===== config.mk =====
export PLATFORM = sky130hd
export DESIGN_NAME = vram_arbiter
export DESIGN_NICKNAME = d
export VERILOG_FILES = /design/src/rtl/vram_arbiter.sv
export SDC_FILE = /design/constraint.sdc
export NUM_CORES = 1
export LEC_CHECK = 0
export ABC_AREA = 0
export CAP_MARGIN = 5
export CORE_MARGIN = 2
export CORE_UTILIZATION = 36
export CTS_CLUSTER_DIAMETER = 120
export DETAILED_ROUTE_END_ITERATION = 6
export PLACE_DENSITY = 0.77
export SETUP_SLACK_MARGIN = 0.1
export SYNTH_ARGS = -nofsm -noshare
export SYNTH_HDL_FRONTEND = slang
export SYNTH_SLANG_ARGS = --single-unit

===== constraint.sdc =====
create_clock -name clk -period 1.4 [get_ports clk]
set_input_delay 0.42 -clock clk [delete_from_list [all_inputs] [get_ports clk]]
set_output_delay 0.42 -clock clk [all_outputs]
set_load 0.03 [all_outputs]

===== src/rtl/vram_arbiter.sv =====
// VRAM arbiter: shares one synchronous BRAM port between video fetch and the Z80 bus.
// Define VRAM_ARB_STATS_EN to add the stat_cpu_stall counter output.
module vram_arbiter #(
  parameter int ADDR_W       = 13,
  parameter int DATA_W       = 8,
  parameter int STARVE_LIMIT = 4
) (
  input  logic              clk,
  input  logic              reset,
  input  logic              vid_req,
  input  logic [ADDR_W-1:0] vid_addr,
  output logic              vid_ack,
  output logic              vid_valid,
  output logic [DATA_W-1:0] vid_data,
  input  logic              cpu_req,
  input  logic              cpu_we,
  input  logic [ADDR_W-1:0] cpu_addr,
  input  logic [DATA_W-1:0] cpu_wdata,
  output logic [DATA_W-1:0] cpu_rdata,
  output logic              cpu_done,
  output logic              cpu_wait,
  output logic              ram_ce,
  output logic              ram_we,
  output logic [ADDR_W-1:0] ram_addr,
  output logic [DATA_W-1:0] ram_wdata,
  input  logic [DATA_W-1:0] ram_rdata
`ifdef VRAM_ARB_STATS_EN
  ,
  output logic [15:0]       stat_cpu_stall
`endif
);

  typedef enum logic [1:0] {IDLE, ACC, DATA} state_t;

  localparam logic [3:0] STARVE_THRESH = 4'(STARVE_LIMIT);

  state_t     state;
  logic       owner_cpu;
  logic       owner_we;
  logic [3:0] starve_cnt;

  logic slot_open;
  logic cpu_wins;
  logic grant_cpu;
  logic grant_vid;
  logic grant_any;

  // Grants are only taken at edges leaving IDLE or DATA; ACC is always followed by DATA.
  always_comb begin
    slot_open = (state != ACC);
    cpu_wins  = cpu_req && ((starve_cnt >= STARVE_THRESH) || !vid_req);
    grant_cpu = slot_open && cpu_wins;
    grant_vid = slot_open && vid_req && !cpu_wins;
    grant_any = grant_cpu || grant_vid;
  end

  assign cpu_wait = cpu_req & ~cpu_done;

  always_ff @(posedge clk) begin
    if (reset) begin
      state      <= IDLE;
      owner_cpu  <= 1'b0;
      owner_we   <= 1'b0;
      starve_cnt <= '0;
      vid_ack    <= 1'b0;
      vid_valid  <= 1'b0;
      vid_data   <= '0;
      cpu_done   <= 1'b0;
      cpu_rdata  <= '0;
      ram_ce     <= 1'b0;
      ram_we     <= 1'b0;
      ram_addr   <= '0;
      ram_wdata  <= '0;
    end else begin
      vid_ack <= grant_vid;
      ram_ce  <= grant_any;
      ram_we  <= grant_cpu && cpu_we;
      if (grant_any) begin
        owner_cpu <= grant_cpu;
        owner_we  <= grant_cpu && cpu_we;
        ram_addr  <= grant_cpu ? cpu_addr : vid_addr;
        ram_wdata <= grant_cpu ? cpu_wdata : '0;
      end

      // Response of the access in flight; uses the owner latched at its grant.
      vid_valid <= (state == DATA) && !owner_cpu;
      cpu_done  <= (state == DATA) && owner_cpu;
      if (state == DATA) begin
        if (owner_cpu) begin
          cpu_rdata <= owner_we ? '0 : ram_rdata;
        end else begin
          vid_data <= ram_rdata;
        end
      end

      case (state)
        IDLE:    if (grant_any) state <= ACC;
        ACC:     state <= DATA;
        DATA:    state <= grant_any ? ACC : IDLE;
        default: state <= IDLE;
      endcase

      if (!cpu_req || grant_cpu) begin
        starve_cnt <= '0;
      end else if (starve_cnt != 4'hF) begin
        starve_cnt <= starve_cnt + 4'd1;
      end
    end
  end

`ifdef VRAM_ARB_STATS_EN
  always_ff @(posedge clk) begin
    if (reset) begin
      stat_cpu_stall <= '0;
    end else if (cpu_wait && (stat_cpu_stall != 16'hFFFF)) begin
      stat_cpu_stall <= stat_cpu_stall + 16'd1;
    end
  end
`endif

endmodule


==> impl_results.md <==
- Bufs and invs on worst path: 2
- Max Freq: 0.728 GHz
- Die W: between 70 and 80 um
- Pwr Total: 3.14 mW
- Layout cells sized above 1: 39.5%
- Clk buf depth: 2
- CTS tree: done
- Initial antenna violation count: 0
- Critical Path RT: 1.63 ns
- Static Leak: approximately 1.3 nW
- Synth warn: 0
- Hpwl dp: 3.74 mm
- Site Rows: 26
- Data arrival, critical path: 1.61 ns
- Post-route DRC violation count: 0
- Stages on worst setup path: 6
- Worst hold stages: 2
- Int Pwr: 2.22 mW
- Crit. End Element: flip-flop
- RSZ-0062 raised after global routing: yes
- Syn Nets: 252
- Antenna-violating nets left: 0
- Ports: 90
- CTS Buf Count: 5
- Gr ovfl total: 0
- M1 GR Usage: 23.6%
- Seq/Total Area, Yosys: 53.2%
- Worst reg-to-reg setup slack: 0.03 ns
- Area Growth Syn to Fin: 75.5%
- Root buffer cell: clkbuf_8
- Largest net degree at the start of global routing: 20
- Fin crit period: 1.37 ns
- Synth Register Bits: 50
- Maximum vdd drop: 0.388 mV
- Vias in the first global route: 1839
- Inst Count DP: 364
- Met3 usage: 5.45%
- Crit-path cells: nor3b_4 -> nand3b_4 -> buf_6 -> buf_12 -> nand3_1 -> a21oi_1
- Critical path type: flip-flop to flip-flop
- Post-Syn Area: 1880 um^2
- Switching Power: 0.921 mW
- DR vias/cell: approximately 5
- Fin nets: 361
- Hold slack: 0.467 ns
- Hold Vio Cnt, Final: 0
- Worst Tran Pin Value: 0.332 ns
- Core area: 5070 um^2
- PortBufs: 89
- Starting density of the core: 37.1%
- DR pass1 iterations: 4
- Max stage delay on crit path: roughly 0.35 ns
- FF-to-FF End: owner_we
- P per Cell Area: 950 nW/um^2
- GRT Total Usage: 19.1%
- First-pass GRT wire length: 8.99 mm
- Top Family by Delay on Critical Path: simple AND/OR/NAND/NOR gates
- Cell at the slowest stage of the critical path: dfxtp_2
- 1st-iter DRT viols: 79
- Worst Hold Class: flip-flop to flip-flop
- Syn avg cell area: 9.23 um^2
- FILL cells: 404
- WL per Instance: 15.8 um
- Comb power frac: 24.0%
- Switching part of the total: 29.3%
- Status: finished clean
- Via count: 1952
- Fin cells: 384
- Antenna fix cells: 0
- Final core utilization: 65.1%
- Mapped Cells: 204
- Wirelength, routed: 6.07 mm
- Crit start category: flip-flop
- Seq pwr share: 49.0%
- Fin crit share: 98.1%
- Hold wc startpoint: ram_wdata[3]
- Die area: 5830 um^2
- Yosys cell types: 27
- Worst r2r src: starve_cnt[3]
- CTS H-Tree Depth: 2
- Gpl congestion: between 0.7 and 0.8
- Max transition margin: 77.8%
- Worst R2R Path Depth: 6
- Clock Sinks: 50
- GRT Max-Usage Layer: met2
- M2 GR Usage: between 30% and 40%
- Clk_lat worst skew: 0.31 ns
- # setup viols final: 0
- Clk slew on worst S/H paths: roughly 0.090 ns
- Die height: ~76 um
- Register area: 1010 um^2
- Crit-path max FO: 6
- Clock share of power: 26.9%
- Skew final: 0.00356 ns
- Area of the multi-input gates: 1030 um^2
- MaxCap Viol Count: 0
- Endpoint, Worst Hold: ram_wdata[3]
- Slew Limit Fails: 0
==> layer usage <==
layer  wire [um]  share of wire [%]
met5           0                  0
met4          78                1.3
met3         391                6.4
met2        3150                 52
met1        2450                 40
==> flip-flops by register name, summed over array words and instances (netlist names) <==
register and count:
starve_cnt 4, vid_data 8, state 2, ram_we 1, vid_valid 1, cpu_rdata 8, ram_addr 13, ram_ce 1
vid_ack 1, cpu_done 1, owner_we 1, owner_cpu 1, ram_wdata 8
==> cells in the final DEF, fill, tap and decap left out, types with 3 or more instances in the layout <==
| master | netlist | routed |
|---|---|---|
| nand2_1 | 11 | 11 |
| clkdlybuf4s50_1 | 0 | 43 |
| nand3_1 | 24 | 19 |
| buf_2 | 5 | 3 |
| nor2_4 | 0 | 3 |
| nor2_1 | 30 | 22 |
| a211oi_2 | 0 | 8 |
| nand3_2 | 0 | 3 |
| a22o_1 | 8 | 8 |
| buf_12 | 0 | 5 |
| a211oi_1 | 13 | 5 |
| nor2_2 | 0 | 5 |
| a21oi_1 | 23 | 12 |
| nor3_1 | 3 | 3 |
| buf_6 | 1 | 7 |
| dfxtp_2 | 0 | 5 |
| clkbuf_8 | 0 | 5 |
| dfxtp_1 | 50 | 45 |
| a21oi_2 | 0 | 11 |
| buf_4 | 1 | 53 |
| nor2b_1 | 4 | 3 |
| mux2i_1 | 9 | 9 |
==> worst reg2reg max path, stage by stage (launching register included) <==
cell and delay, ns:
dfxtp_2 0.35, nor3b_4 0.24, nand3b_4 0.24, buf_6 0.14
buf_12 0.11, nand3_1 0.08, a21oi_1 0.16
==> metrics by stage <==
step / area [um^2] / setup TNS (ns) / setup slack [ns]
finish: 3300 / 0 / 0.0272
floorplan: 1900 / 0 / 0.101
CTS: 3080 / 0 / 0.0545
global placement: 2860 / -15.26 / -0.505
detailed placement: 2860 / -15.94 / -0.609
global route: 3300 / -0.374 / -0.0812
==> synthesized netlist by cell type <==
master	instances	area (um^2)
dfxtp_1	50	1000
nor2_1	30	113
nand3_1	24	120
a21oi_1	23	115
a211oi_1	13	97.6
nand2_1	11	41.3
mux2i_1	9	90.1
a22o_1	8	70.1
buf_2	5	25.0
clkbuf_1	5	18.8
nor2b_1	4	25.0
buf_1	3	11.3
nor3_1	3	15.0
nand3b_1	2	15.0
nor3b_1	2	15.0
a311oi_1	1	8.76
a31oi_1	1	6.26
and3b_1	1	8.76
buf_4	1	7.51
buf_6	1	11.3
ha_1	1	12.5
nand2_2	1	6.26
nand2b_1	1	6.26
nand3b_2	1	11.3
nor3_2	1	10.0
nor3b_2	1	12.5
xnor2_1	1	8.76
==> power by group through the flow <==
| stage | combinational (mW) | sequential [mW] | clock, mW |
|---|---|---|---|
| 4_1_cts | 0.667 | 1.53 | 0.861 |
| 3_3_place_gp | 0.613 | 1.56 | 0 |
| 3_5_place_dp | 0.619 | 1.56 | 0 |
| 5_1_grt | 0.799 | 1.55 | 0.920 |
| 2_1_floorplan | 0.189 | 1.67 | 0 |
| 6_report | 0.754 | 1.54 | 0.845 |
==> worst max-delay path by stage <==
| stage | startpoint | end | slack, ns |
|---|---|---|---|
| floorplan | vid_req | ram_addr[0] | 0.10 |
| global placement | vid_req | ram_addr[1] | -0.50 |
| detailed placement | vid_req | ram_addr[9] | -0.61 |
| CTS | cpu_req | cpu_wait | 0.05 |
| global route | starve_cnt[3] | owner_we | -0.08 |
| finish | starve_cnt[3] | owner_we | 0.03 |
==> area by class of cell <==
| cell class | count | share of cell area [%] |
|---|---|---|
| Clock inverter | 3 | 0.644 |
| Multi-Input combinational cell | 141 | 31.1 |
| Timing Repair Buffer | 115 | 33.0 |
| Sequential cell | 50 | 30.5 |
| Tap cell | 70 | 2.65 |
| Clock buffer | 5 | 2.08 |
==> what timing repair did <==
| action | 4_1_cts | 5_1_grt |
|---|---|---|
| setup buffers | 4 | 4 |
| hold buffers | 0 | 0 |
| resized for setup | 40 | 40 |
| endpoints found under the setup margin | 41 | 37 |
| pin swaps | 13 | 21 |
| cloned | 3 | 2 |
==> cell families after synthesis <==
logic type,Yosys count,share of synthesized area (%)
and+or+nand+nor,82,21.2
DFF,50,53.2
AOI/OAI and AO/OA,46,15.8
buffers and inverters,15,3.92
muxes,9,4.78
xor gates and xnor gates,1,0.465
adders and majority gates,1,0.664
Power figures use the tool's default switching activity.
==> variant 1, RTL diff (same settings) <==
Set the parameter `DATA_W` to 9 (it was 8).
--- a/src/rtl/vram_arbiter.sv
+++ b/src/rtl/vram_arbiter.sv
@@ -3,5 +3,5 @@
 module vram_arbiter #(
   parameter int ADDR_W       = 13,
-  parameter int DATA_W       = 8,
+  parameter int DATA_W       = 9,
   parameter int STARVE_LIMIT = 4
 ) (
Ports: changed (5 resized); port bits go from 90 to 95. No check against the original RTL was run, so the function may have changed too.
==> variant 1 against the unedited design <==
Power is 4.1% higher. Area after synthesis up 13%. Fmax increased by 3.1%. First-iteration DRC count up 25%. Sequential power rose by 6%. Routed wire length shrank 3.4%. Critical path depth down 4. Final area is 3.1% higher. Setup slack better by 0.042 ns. Sequential cell count rose by 3. Die area is 12% higher. Critical path type is now flop to output pin. Largest cell class is now multi-input combinational cells.
==> variant 1: results (changes against the unedited design) <==
Final #Nets 373 (+3.3%); switching share of power 29.4% (+0.074 points); htree depth 2 (unchanged); clock buffer count from CTS 5 (unchanged); Arr. time, crit path 0.91 ns (-0.70 ns); Commonest cells post-synth 53 x dfxtp_1, 31 x nor2_1, 25 x nand3_1; Worst Reg-to-Reg Cells 5 (-1); Via Count 1957 (+0.26%); global router's overall resource usage 16.6% (-2.4 points); dpl hpwl 4090 um (+9.5%); Rel. slew slack 74.5% (-3.3 points); type of the most critical hold path flop to flop; clock buffer depth 2 (unchanged); most flop-heavy register ram_addr; Seq/Total Area, Yosys 49.9% (-3.3 points); status completed; Pre-antenna DRT Iters 4 (unchanged); synth unique cells 29 (+7.4%); number of antenna violations at the first check in global routing 0 (unchanged); max reg flops 13 (unchanged); crit path launch cpu_done; worst r2r src starve_cnt[2]; peak supply drop 0.500 mV (+29%); synth warn 0 (unchanged); skew final 0.00616 ns (+0.00260 ns); R2R Setup Slk 0.10 ns (+0.07 ns); pin count of the biggest net entering global routing 20 (unchanged); CTS root buffer clkbuf_8; Pleak 1.37 nW (+2.7%); r2r endpoint ram_addr[8]; Worst-path clk slew 0.10 ns; Placer Congestion 0.736 (about the same); Hold Slack 0.480 ns (+0.0125 ns); wire length per cell 14.8 um (-6.3%); vias in the first global route 1824 (-0.82%); layout cells sized above 1 40.1% (+0.63 points); synth top area cells dfxtp_1 50%, nand3_1 5.9%, nor2_1 5.5%, a211oi_2 5.3%, mux2i_1 4.7%; kind of critical path flop to output pin; postcts setup bufs 0 (-4); number of port buffers 94 (+5.6%); n_diodes 0 (unchanged); Fillers 503 (+25%); Hold Crit Start ram_wdata[0]; share of synthesized registers carrying an async set or reset 0% (unchanged); hold path endpoint ram_wdata[0]; first-pass GRT wire length 8600 um (-4.4%); hold path cells 2 (unchanged); CP max FO 2 (-4); syn_nets 266 (+5.6%); drt initial violations 99 (+25%); clk_lat worst skew 0.30 ns
variant 1: cell types whose count changed after synthesis, sizes merged:
cell	change
nand2	+1
nand3	+1
a22o	+1
dfxtp	+3
a21oi	+1
clkbuf	+3
mux2i	+1
nor2	+1
variant 1: cell families (layout without fill, tap and decap cells):
| family | after synthesis | in the layout | synth area share [%] |
|---|---|---|---|
| mux | 10 | 10 | 4.71 |
| buf+inv | 18 | 125 | 5.71 |
| xor+xnor | 1 | 1 | 0.412 |
| flops | 53 | 53 | 49.9 |
| compound gates | 48 | 48 | 18.6 |
| fa+ha+maj | 1 | 1 | 0.588 |
| simple gates | 85 | 86 | 20.1 |
variant 1: worst max-delay path by stage:
stage | endpoint | slack, ns | cells after the start
after CTS | ram_we | 0.04 | 1
after global placement | ram_addr[12] | -0.42 | 6
after detailed placement | ram_addr[0] | -0.46 | 6
final | cpu_wait | 0.07 | 2
after global routing | cpu_wait | -0.01 | 2
after floorplan | ram_addr[10] | -0.05 | 7
variant 1: repair_timing:
| action | 4_1_cts | 5_1_grt |
|---|---|---|
| gates resized for setup | 23 | 37 |
| pin swaps | 0 | 9 |
| hold buffers | 0 | 0 |
| hold endpoints to repair | 0 | 0 |
| endpoints found under the setup margin | 42 | 38 |
| cloned | 0 | 2 |
variant 1: cell type report:
type / instances / area (um^2) / share of cell area, %
multi-input combinational: 146 / 1090 / 32.1
tap: 72 / 90.1 / 2.65
clock inverter: 3 / 22.5 / 0.661
sequential: 53 / 1080 / 31.6
timing repair buffer: 117 / 1050 / 31.0
clock buffer: 5 / 68.8 / 2.02
variant 1: per-layer routing:
metal  vias up  GRT usage, %  routed length [um]
li1        975             -                   -
met1       914          21.3                2580
met2        62          27.5                2840
met3         6          5.00                 393
met4         0          4.07                  51
met5         -             0                   0
variant 1: power groups by stage:
stage / logic [mW] / clock network (mW) / registers, mW
after global placement: 0.686 / 0 / 1.65
after floorplan: 0.252 / 0 / 1.77
after detailed placement: 0.696 / 0 / 1.66
after CTS: 0.697 / 0.903 / 1.62
after global routing: 0.800 / 0.983 / 1.64
final: 0.753 / 0.876 / 1.64
variant 1: metrics by stage:
step           instances  setup slack [ns]  instance area [um^2]  power, mW
6_report             396            0.0691                  3410       3.27
5_1_grt              396           -0.0113                  3410       3.43
2_1_floorplan        216           -0.0469                  2130       2.02
3_5_place_dp         386            -0.456                  3140       2.35
3_3_place_gp         386            -0.420                  3140       2.34
4_1_cts              394            0.0415                  3240       3.22
variant 1: critical path, cell delays in order (launching register included):
cell     delay, ns
dfxtp_1       0.33
nor2b_1       0.11
buf_4         0.17
==> variant 2, RTL diff (same flow settings) <==
Without the edit above. Encoding of `state_t`: now one-hot (3 bits for 3 states).
--- a/src/rtl/vram_arbiter.sv
+++ b/src/rtl/vram_arbiter.sv
@@ -31,5 +31,5 @@
 );
 
-  typedef enum logic [1:0] {IDLE, ACC, DATA} state_t;
+  typedef enum logic [2:0] {IDLE = 3'b001, ACC = 3'b010, DATA = 3'b100} state_t;
 
   localparam logic [3:0] STARVE_THRESH = 4'(STARVE_LIMIT);
Check against the original RTL: no difference found for any inputs over 10 cycles, from zero or initial values and one cycle with reset high; not proved beyond that.
==> variant 2 against the unedited design <==
Count of clock-buffer cells in the layout stayed put. Routed wire length is 0.46% lower. Area after synthesis is 9.9% higher. Non-clock buffer count is 12 higher. Final area is 1.3% higher. Setup slack better by 0.034 ns. Power is 1.9% lower. Register-to-register slack better by 0.05 ns. Largest cell class unchanged. Sequential cell count is 1 higher. Highest routed layer unchanged.
==> variant 2: results (changes against the unedited design) <==
status completed; dpl hpwl 4060 um (+8.5%); Synth Area in XOR/XNOR 0.846% (+0.38 points); first-pass GRT wire length 9310 um (+3.5%); Pleak 1.35 nW (+1.4%); Placed Area 3060 um^2 (+6.9%); Worst path slowest cell o41ai_1; CP max FO 7 (+1); crit path launch vid_req; pre-CTS setup slack -0.538 ns (+0.0712 ns); peak supply drop 0.528 mV (+36%); global router's overall resource usage 18.5% (-0.56 points); Inst Count DP 381 (+4.7%); CP delay by family, top buffers and inverters; skew final 0.0147 ns (+0.0111 ns); layout cells sized above 1 38.5% (-0.96 points); P_comb 668 uW (-11%); area taken by multi-input logic gates 1020 um^2 (-0.61%); Resize count post-CTS 31 (-23%); mux contribution to synthesized area 0.967% (-3.8 points); sw power 869 uW (-5.6%); Hold Crit Start vid_data[6]; Rel. slew slack 69.6% (-8.2 points); Final #Nets 374 (+3.6%); synth top area cells dfxtp_1 49%, a22o_1 7.2%, o41ai_1 5.5%, a31oi_1 4.5%, nand3_1 3.6%; Cells after Synth 209 (+2.5%); drt total wl 6040 um (-0.46%); synth unique cells 38 (+41%); Synth Area in Compound Gates 25.5% (+9.6 points); pin count of the biggest net entering global routing 19 (-5.0%); Fillers 473 (+17%); syn_nets 257 (+2.0%); Layout Cells excl Fill 399 (+3.9%)
[variant 2: per-layer routing]
layer  track usage, %  wire (um)  vias to the layer above
met2             30.3       2920                       78
met4             6.95         94                        0
met3             3.28        317                       13
met1             24.2       2710                      971
met5                0          0                        -
li1                 -          -                     1023
[variant 2: worst paths after layout]
| kind | to | slack, ns | cells past startpoint |
|---|---|---|---|
| worst max-delay path | ram_addr[8] | 0.06 | 6 |
| worst min register to register | vid_data[6] | 0.46 | 2 |
| worst max register to register | ram_addr[8] | 0.08 | 4 |
| worst min-delay path | vid_data[6] | 0.46 | 2 |
[variant 2: area by class of cell]
| class | count | area share (%) |
|---|---|---|
| multi-input cells | 138 | 30.5 |
| well taps | 72 | 2.69 |
| flip-flops and latches | 51 | 30.9 |
| inverters | 3 | 0.523 |
| clock inverters | 3 | 0.561 |
| repair buffers | 127 | 32.7 |
| clock buffers | 5 | 2.06 |
